--- config.mk ---
export PLATFORM = sky130hd
export DESIGN_NAME = conv_acc_writer
export DESIGN_NICKNAME = d
export VERILOG_FILES = /design/src/rtl/conv_pkg.sv /design/src/rtl/mac_unit.sv /design/src/rtl/conv_acc_writer.sv
export SDC_FILE = /design/constraint.sdc
export NUM_CORES = 1
export LEC_CHECK = 0
export BUFFER_PORTS_ARGS = -buffer_cell sky130_fd_sc_hd__buf_2
export CORE_MARGIN = 3
export CORE_UTILIZATION = 40
export DETAILED_ROUTE_END_ITERATION = 10
export PLACE_DENSITY_LB_ADDON = 0.3
export SYNTH_ARGS = -nofsm -noshare
export SYNTH_HDL_FRONTEND = slang
export SYNTH_SLANG_ARGS = --single-unit
--- constraint.sdc ---
create_clock -name clk -period 13.9 [get_ports clk]
set_input_delay 2.085 -clock clk [delete_from_list [all_inputs] [get_ports clk]]
set_output_delay 2.085 -clock clk [all_outputs]
set_load 0.05 [all_outputs]
--- src/rtl/conv_pkg.sv ---
// conv_pkg: shared constants, FSM state type and the output post-processing
// helper for the convolution accumulator/writer.
//   DEF_DATA_W / DEF_FRAC_W / DEF_ACC_W : default data, fraction and accumulator widths
//   state_e                             : writer FSM states
//   sat_relu()                          : saturate to a DATA_W signed value, optional ReLU
package conv_pkg;

  localparam int DEF_DATA_W = 16;
  localparam int DEF_FRAC_W = 8;
  localparam int DEF_ACC_W  = 40;

  typedef enum logic [1:0] {
    ST_IDLE = 2'd0,
    ST_RUN  = 2'd1,
    ST_DONE = 2'd2
  } state_e;

  // Largest / smallest representable result, held at accumulator width so the
  // comparison in sat_relu stays signed and full precision.
  localparam logic signed [DEF_ACC_W-1:0] SAT_MAX =
    DEF_ACC_W'((64'sd1 <<< (DEF_DATA_W - 1)) - 64'sd1);
  localparam logic signed [DEF_ACC_W-1:0] SAT_MIN = ~SAT_MAX;

  // Clamp an already-shifted accumulator value into the result range, then
  // optionally force negative results to zero.
  function automatic logic [DEF_DATA_W-1:0] sat_relu(
    input logic signed [DEF_ACC_W-1:0] v,
    input logic                        relu_en
  );
    logic signed [DEF_ACC_W-1:0] c;
    if (v > SAT_MAX) begin
      c = SAT_MAX;
    end else if (v < SAT_MIN) begin
      c = SAT_MIN;
    end else begin
      c = v;
    end
    if (relu_en && c[DEF_ACC_W-1]) begin
      c = {DEF_ACC_W{1'b0}};
    end else begin
      c = c;
    end
    return c[DEF_DATA_W-1:0];
  endfunction

endpackage

--- src/rtl/mac_unit.sv ---
// mac_unit: product register and window accumulator.
//   clk, rstn        : clock, synchronous active-low reset
//   clr              : drop product, accumulator and pipeline valids (new pass)
//   in_vld/in_first/in_last : tap qualifiers aligned with a/b (cycle T+1)
//   a, b             : signed operands (feature, weight)
//   acc_next         : value the accumulator takes at the end of T+2
//   out_vld/out_last : qualifiers of the tap currently in the product register
module mac_unit
  import conv_pkg::*;
#(
  parameter int DATA_W = DEF_DATA_W,
  parameter int ACC_W  = DEF_ACC_W
) (
  input  logic                    clk,
  input  logic                    rstn,
  input  logic                    clr,
  input  logic                    in_vld,
  input  logic                    in_first,
  input  logic                    in_last,
  input  logic [DATA_W-1:0]       a,
  input  logic [DATA_W-1:0]       b,
  output logic signed [ACC_W-1:0] acc_next,
  output logic                    out_vld,
  output logic                    out_last
);

  logic signed [2*DATA_W-1:0] prod_s;
  logic signed [2*DATA_W-1:0] prod_r;
  logic signed [ACC_W-1:0]    prod_ext_s;
  logic signed [ACC_W-1:0]    acc_r;
  logic signed [ACC_W-1:0]    acc_next_s;
  logic                       vld_r;
  logic                       first_r;
  logic                       last_r;

  // Signed multiply, sign-extend product and pick load-vs-accumulate.
  always_comb begin
    prod_s     = $signed(a) * $signed(b);
    prod_ext_s = {{(ACC_W-2*DATA_W){prod_r[2*DATA_W-1]}}, prod_r};
    if (first_r) begin
      acc_next_s = prod_ext_s;
    end else begin
      acc_next_s = acc_r + prod_ext_s;
    end
  end

  // Product and accumulator registers; gaps (in_vld=0) hold the product.
  always_ff @(posedge clk) begin
    if (!rstn || clr) begin
      prod_r  <= {(2*DATA_W){1'b0}};
      acc_r   <= {ACC_W{1'b0}};
      vld_r   <= 1'b0;
      first_r <= 1'b0;
      last_r  <= 1'b0;
    end else begin
      vld_r <= in_vld;
      if (in_vld) begin
        prod_r  <= prod_s;
        first_r <= in_first;
        last_r  <= in_last;
      end else begin
        prod_r  <= prod_r;
        first_r <= first_r;
        last_r  <= last_r;
      end
      if (vld_r) begin
        acc_r <= acc_next_s;
      end else begin
        acc_r <= acc_r;
      end
    end
  end

  assign acc_next = acc_next_s;
  assign out_vld  = vld_r;
  assign out_last = last_r;

endmodule

--- src/rtl/conv_acc_writer.sv ---
// conv_acc_writer: accumulates convolution taps from the address iterator,
// adds bias, rounds down to Q8.8 with saturation/ReLU and writes results to
// the output SRAM at sequential addresses.
//   clk, rstn            : clock, synchronous active-low reset
//   go                   : start (or restart) a layer pass
//   cena, first_data, last_data : tap strobe/qualifiers in address cycle T
//   q_data, q_weight, q_bias    : SRAM read data, valid in T+1
//   wr_en, wr_addr, wr_data     : output SRAM write port (valid in T+3)
//   done                 : one-cycle pulse after the final address is written
module conv_acc_writer
  import conv_pkg::*;
#(
  parameter int OUTPUT_BATCH = 5,
  parameter int OUT_W        = 24,
  parameter int OUT_H        = 24,
  parameter int DATA_W       = DEF_DATA_W,
  parameter int FRAC_W       = DEF_FRAC_W,
  parameter int ACC_W        = DEF_ACC_W,
  parameter bit RELU_EN      = 1'b1
) (
  input  logic              clk,
  input  logic              rstn,
  input  logic              go,
  input  logic              cena,
  input  logic              first_data,
  input  logic              last_data,
  input  logic [DATA_W-1:0] q_data,
  input  logic [DATA_W-1:0] q_weight,
  input  logic [DATA_W-1:0] q_bias,
  output logic              wr_en,
  output logic [11:0]       wr_addr,
  output logic [DATA_W-1:0] wr_data,
  output logic              done
);

  localparam logic [11:0] ADDR_LAST = 12'(OUTPUT_BATCH * OUT_W * OUT_H - 1);

  state_e                  state_r;
  logic                    vld_d_r;
  logic                    first_d_r;
  logic                    last_d_r;
  logic [DATA_W-1:0]       bias_r;
  logic [11:0]             addr_cnt_r;
  logic                    wr_en_r;
  logic [11:0]             wr_addr_r;
  logic [DATA_W-1:0]       wr_data_r;
  logic                    done_r;
  logic signed [ACC_W-1:0] acc_next_s;
  logic                    tap_vld_s;
  logic                    tap_last_s;
  logic signed [ACC_W-1:0] bias_ext_s;
  logic signed [ACC_W-1:0] sum_s;
  logic signed [ACC_W-1:0] shr_s;
  logic [DATA_W-1:0]       result_s;
  logic                    wr_fire_s;

  // Align tap qualifiers with the SRAM data; taps outside RUN are dropped here.
  always_ff @(posedge clk) begin
    if (!rstn || go) begin
      vld_d_r   <= 1'b0;
      first_d_r <= 1'b0;
      last_d_r  <= 1'b0;
      bias_r    <= {DATA_W{1'b0}};
    end else begin
      vld_d_r   <= !cena && (state_r == ST_RUN);
      first_d_r <= first_data;
      last_d_r  <= last_data;
      if (vld_d_r && last_d_r) begin
        bias_r <= q_bias;
      end else begin
        bias_r <= bias_r;
      end
    end
  end

  mac_unit #(
    .DATA_W (DATA_W),
    .ACC_W  (ACC_W)
  ) u_mac (
    .clk      (clk),
    .rstn     (rstn),
    .clr      (go),
    .in_vld   (vld_d_r),
    .in_first (first_d_r),
    .in_last  (last_d_r),
    .a        (q_data),
    .b        (q_weight),
    .acc_next (acc_next_s),
    .out_vld  (tap_vld_s),
    .out_last (tap_last_s)
  );

  // Bias add in the accumulator's fixed-point scale, truncate, saturate.
  always_comb begin
    bias_ext_s = {{(ACC_W-DATA_W){bias_r[DATA_W-1]}}, bias_r} <<< FRAC_W;
    sum_s      = acc_next_s + bias_ext_s;
    shr_s      = sum_s >>> FRAC_W;
    result_s   = sat_relu(shr_s, RELU_EN);
    if ((state_r == ST_RUN) && tap_vld_s && tap_last_s) begin
      wr_fire_s = 1'b1;
    end else begin
      wr_fire_s = 1'b0;
    end
  end

  // Pass FSM, address counter and registered write port.
  always_ff @(posedge clk) begin
    if (!rstn) begin
      state_r    <= ST_IDLE;
      done_r     <= 1'b0;
      wr_en_r    <= 1'b0;
      wr_addr_r  <= 12'd0;
      wr_data_r  <= {DATA_W{1'b0}};
      addr_cnt_r <= 12'd0;
    end else if (go) begin
      state_r    <= ST_RUN;
      done_r     <= 1'b0;
      wr_en_r    <= 1'b0;
      wr_addr_r  <= 12'd0;
      wr_data_r  <= {DATA_W{1'b0}};
      addr_cnt_r <= 12'd0;
    end else begin
      wr_en_r <= wr_fire_s;
      if (wr_fire_s) begin
        wr_addr_r  <= addr_cnt_r;
        wr_data_r  <= result_s;
        addr_cnt_r <= (addr_cnt_r == ADDR_LAST) ? 12'd0 : addr_cnt_r + 12'd1;
      end else begin
        wr_addr_r  <= wr_addr_r;
        wr_data_r  <= wr_data_r;
        addr_cnt_r <= addr_cnt_r;
      end
      case (state_r)
        ST_IDLE: begin
          state_r <= ST_IDLE;
          done_r  <= 1'b0;
        end
        ST_RUN: begin
          // The final-address write is visible this cycle; done follows it.
          if (wr_en_r && (wr_addr_r == ADDR_LAST)) begin
            state_r <= ST_DONE;
            done_r  <= 1'b1;
          end else begin
            state_r <= ST_RUN;
            done_r  <= 1'b0;
          end
        end
        ST_DONE: begin
          state_r <= ST_IDLE;
          done_r  <= 1'b0;
        end
        default: begin
          state_r <= ST_IDLE;
          done_r  <= 1'b0;
        end
      endcase
    end
  end

  assign wr_en   = wr_en_r;
  assign wr_addr = wr_addr_r;
  assign wr_data = wr_data_r;
  assign done    = done_r;

endmodule
==> qor.tcl <==
set qor(status) {finished clean}
set qor(via_count_of_the_first_global_routing_pass) 15650
set qor(die-area_mm2) 0.04999
set qor(synth-async-reset-ratio_pct) 0
set qor(die-width_um) 223.6
set qor(worstSetupPathType) {in -> reg}
set qor(clk-insertion-delay-late_ns) 0.44
set qor(num_vias) 15580
set qor(cap_violations) 0
set qor(cts_tree) {built}
set qor(finalMaxSlewViolations) 0
set qor(final.min_clock_period_ns) 8.023
set qor(post_drt_wl_per_cell_um) 16.88
set qor(leakagePower_nw) 9.234
set qor(grt_antenna_before_repair) 0
set qor(netlist-cell-type-count) 72
set qor(primary_flip_flop_cell_chosen_by_synthesis_mapping) {dfxtp_1}
set qor(critPathCaptureType) {flop}
set qor(grt_setup_unrepaired) {no}
set qor(finalHoldViolations) 0
set qor(hold-path-endpoint) {bias_r[9]}
set qor(num-fill-cells) 4716
set qor(final.period_utilization_pct) 57.72
set qor(final.hold.worst_slack_ns) 0.4621
set qor(clock-sinks) 137
set qor(route.detailed.vias_per_inst) 5.401
set qor(crit_path_cell_trace) {buf_2 -> nand2_1 -> fa_1 -> inv_1 -> fa_1 -> inv_1 -> fa_1 -> fa_1 -> inv_1 -> fa_1 -> fa_1 -> ha_1 -> a21o_1 -> a21o_1 -> a21o_1 -> a21oi_1 -> a2bb2oi_1 -> o21ai_0 -> a41oi_1 -> xnor2_1 -> mux2i_1 -> nor2_1}
set qor(cts.root.buffer_cell) {clkbuf_16}
set qor(dp_hpwl_um) 38510
set qor(largest_net_degree_at_the_start_of_global_routing) 91
set qor(most_common_library_cell_in_the_layout_ignoring_fill_and_taps) {nand2_1}
set qor(synth_seq_cells) 137
set qor(cts_buffers) 17
set qor(syn2layout_area_growth_pct) 7.571
set qor(grt-ovfl-total) 0
set qor(synthCells) 2250
set qor(crit_arrival_ns) 8.31
set qor(hp-class) {reg -> reg}
set qor(die_height_um) 223.6
set qor(post_cts_hold_buffer_count) 0
set qor(clock_tree.buffer_depth) 2
set qor(initial_utilization_pct) 40.59
set qor(cp_num_buf_inv) 4
set qor(max_clock_freq_mhz) 124.6
set qor(critical_path_peak_fanout) 16
set qor(synth_edf_count) 0
set qor(post-cts-setup-buffers) 0
set qor(finalSetupTns_ns) 0
set qor(path_clk_slew_ns) 0.06
set qor(post_synthesis_cell_area_mm2) 0.01894
set qor(io_buffer_count) 83
set qor(cts.repair.resized) 0
set qor(grtUsageTotal_pct) 19.66
set qor(synth_largest_area_cell) {fa_1}
set qor(min-delay-start) {bias_r[9]}
set qor(io_pins) 84
set qor(critical_path_required_ns) 14.18
set qor(cp_most_frequent_cell) {fa_1}
set qor(critical_path.startpoint_type) {input port}
set qor(post_synth.cell_area_avg_um2) 8.418
set qor(post-layout-total-power_mw) 4.956
set qor(num_antenna_cells) 0
set qor(setup_violations_final) 0
set qor(timing.critical_path.slowest_stage_cell) {a2bb2oi_1}
set qor(wirelength_routed_um) 48700
set qor(cp_top_family) {adder cells}
set qor(antenna_left) 0
set qor(finalWeightedCongestion) 0.8751
set qor(synth_fp_nets) 2725
set qor(netlist_top_cells_area) {fa_1 (28%), dfxtp_1 (14%), ha_1 (10%)}
set qor(fp.coreArea_mm2) 0.04665
set qor(vdd_ir_drop_max_uv) 470.2
set qor(grt_first_pass_wirelength_um) 79850
set qor(power-per-cell-area_mw_per_mm2) 243.3
set qor(detailedRoute.firstIterationViolations) 879
set qor(proportion_of_synthesized_chip_area_in_sequential_cells_pct) 14.48
set qor(drive_gt1_share_pct) 6.368
set qor(drt_drc_violations_left) 0
set qor(crit-reg2reg-launch) {u_mac.prod_r[1]}
set qor(design.final.nets) 2739
set qor(cpPeakStageDelay_ns) 0.66
set qor(timing_worst_slew_pin_value_ns) 1.069
set qor(synth_top_area_share_pct) 27.91
set qor(reg2reg_to) {wr_data[6]}
set qor(r2r.worst_path.cells) 26
set qor(cts_h_tree_lvls) 4
set qor(post-route-cell-area_mm2) 0.02037
set qor(post_dp_cell_area_mm2) 0.01979
set qor(core.rowCount) 79
set qor(finalClockSkew_ns) 0.01393
set qor(slew-limit-headroom_pct) 28.76
set qor(regToRegSetupSlack_ns) 6.09
set qor(most_frequent_cells_in_the_layout) {nand2_1 (310), inv_1 (305), fa_1 (264)}
set qor(holdPathStages) 2
set qor(dr.pass1.iters) 5
set qor(ys.warnings.count) 0
## power by group
group	switching [mW]	internal [mW]	total [mW]
combinational	2.28	1.80	4.08
sequential	0.0154	0.403	0.419
clock	0.205	0.253	0.459
total	2.50	2.46	4.96
## registers in the layout (all words and copies together), names as in the netlist, 2 cells and up
register / flops
state_r: 2
u_mac.prod_r: 32
bias_r: 16
wr_data: 16
u_mac.acc_r: 40
wr_addr: 12
addr_cnt_r: 12
## through the flow
| stage | std cells | setup WS [ns] | utilization [%] |
|---|---|---|---|
| after detailed placement | 2852 | 5.375 | 42.42 |
| after global routing | 2884 | 5.392 | 43.67 |
| after CTS | 2884 | 5.825 | 43.67 |
| after global placement | 2852 | 5.513 | 42.42 |
| after floorplan | 2250 | 5.948 | - |
| final | 2884 | 5.877 | 43.67 |
## per-layer routing
| metal | global-route usage (%) | part of all wire (%) | vias up |
|---|---|---|---|
| li1 | - | - | 7397 |
| met1 | 26.05 | 44 | 7756 |
| met2 | 34.11 | 50 | 356 |
| met3 | 1.743 | 3.7 | 68 |
| met4 | 6.418 | 2.6 | 0 |
| met5 | 0 | 0 | - |
## worst max path at each step
stage | from | end | cells past startpoint
CTS | q_weight[4] | u_mac.prod_r[25] | 22
finish | q_weight[3] | u_mac.prod_r[25] | 22
global route | u_mac.prod_r[1] | wr_data[6] | 26
global placement | q_weight[4] | u_mac.prod_r[25] | 22
detailed placement | q_weight[4] | u_mac.prod_r[25] | 22
floorplan | q_data[15] | u_mac.prod_r[28] | 22
## worst min-delay path, stage by stage (launching register included)
cell	delay (ns)
dfxtp_1	0.31
nand2_1	0.05
a21oi_1	0.05
## logic make-up after synthesis
| logic type | Yosys count | share of synthesized area [%] |
|---|---|---|
| adders and majority gates | 421 | 38.28 |
| DFF | 137 | 14.48 |
| and+or+nand+nor | 710 | 17.49 |
| AOI/OAI and AO/OA | 439 | 14.70 |
| muxes | 47 | 2.497 |
| xor gates and xnor gates | 98 | 4.532 |
| buffers and inverters | 398 | 8.027 |
## synth_stat cells, types with 21 or more instances
cell type / number
clkbuf_1: 80
nand3_1: 30
a211oi_1: 21
inv_1: 305
and2_1: 101
ha_1: 157
a21o_1: 42
o21ai_0: 102
xor2_1: 36
mux2i_1: 45
nand2b_1: 31
xnor2_1: 62
dfxtp_1: 137
nand2_1: 310
fa_1: 264
a21oi_1: 143
nor2_1: 135
## cell type report
cell class	count	area, um^2	area share [%]
Clock inverter	15	156.4	0.7677
Multi-Input combinational cell	1715	14690	72.09
Tap cell	607	759.5	3.728
Inverter	305	1145	5.619
Sequential cell	137	2746	13.48
Timing Repair Buffer	88	452.9	2.223
Clock buffer	17	425.4	2.088
(Power assumes the default switching activity.)
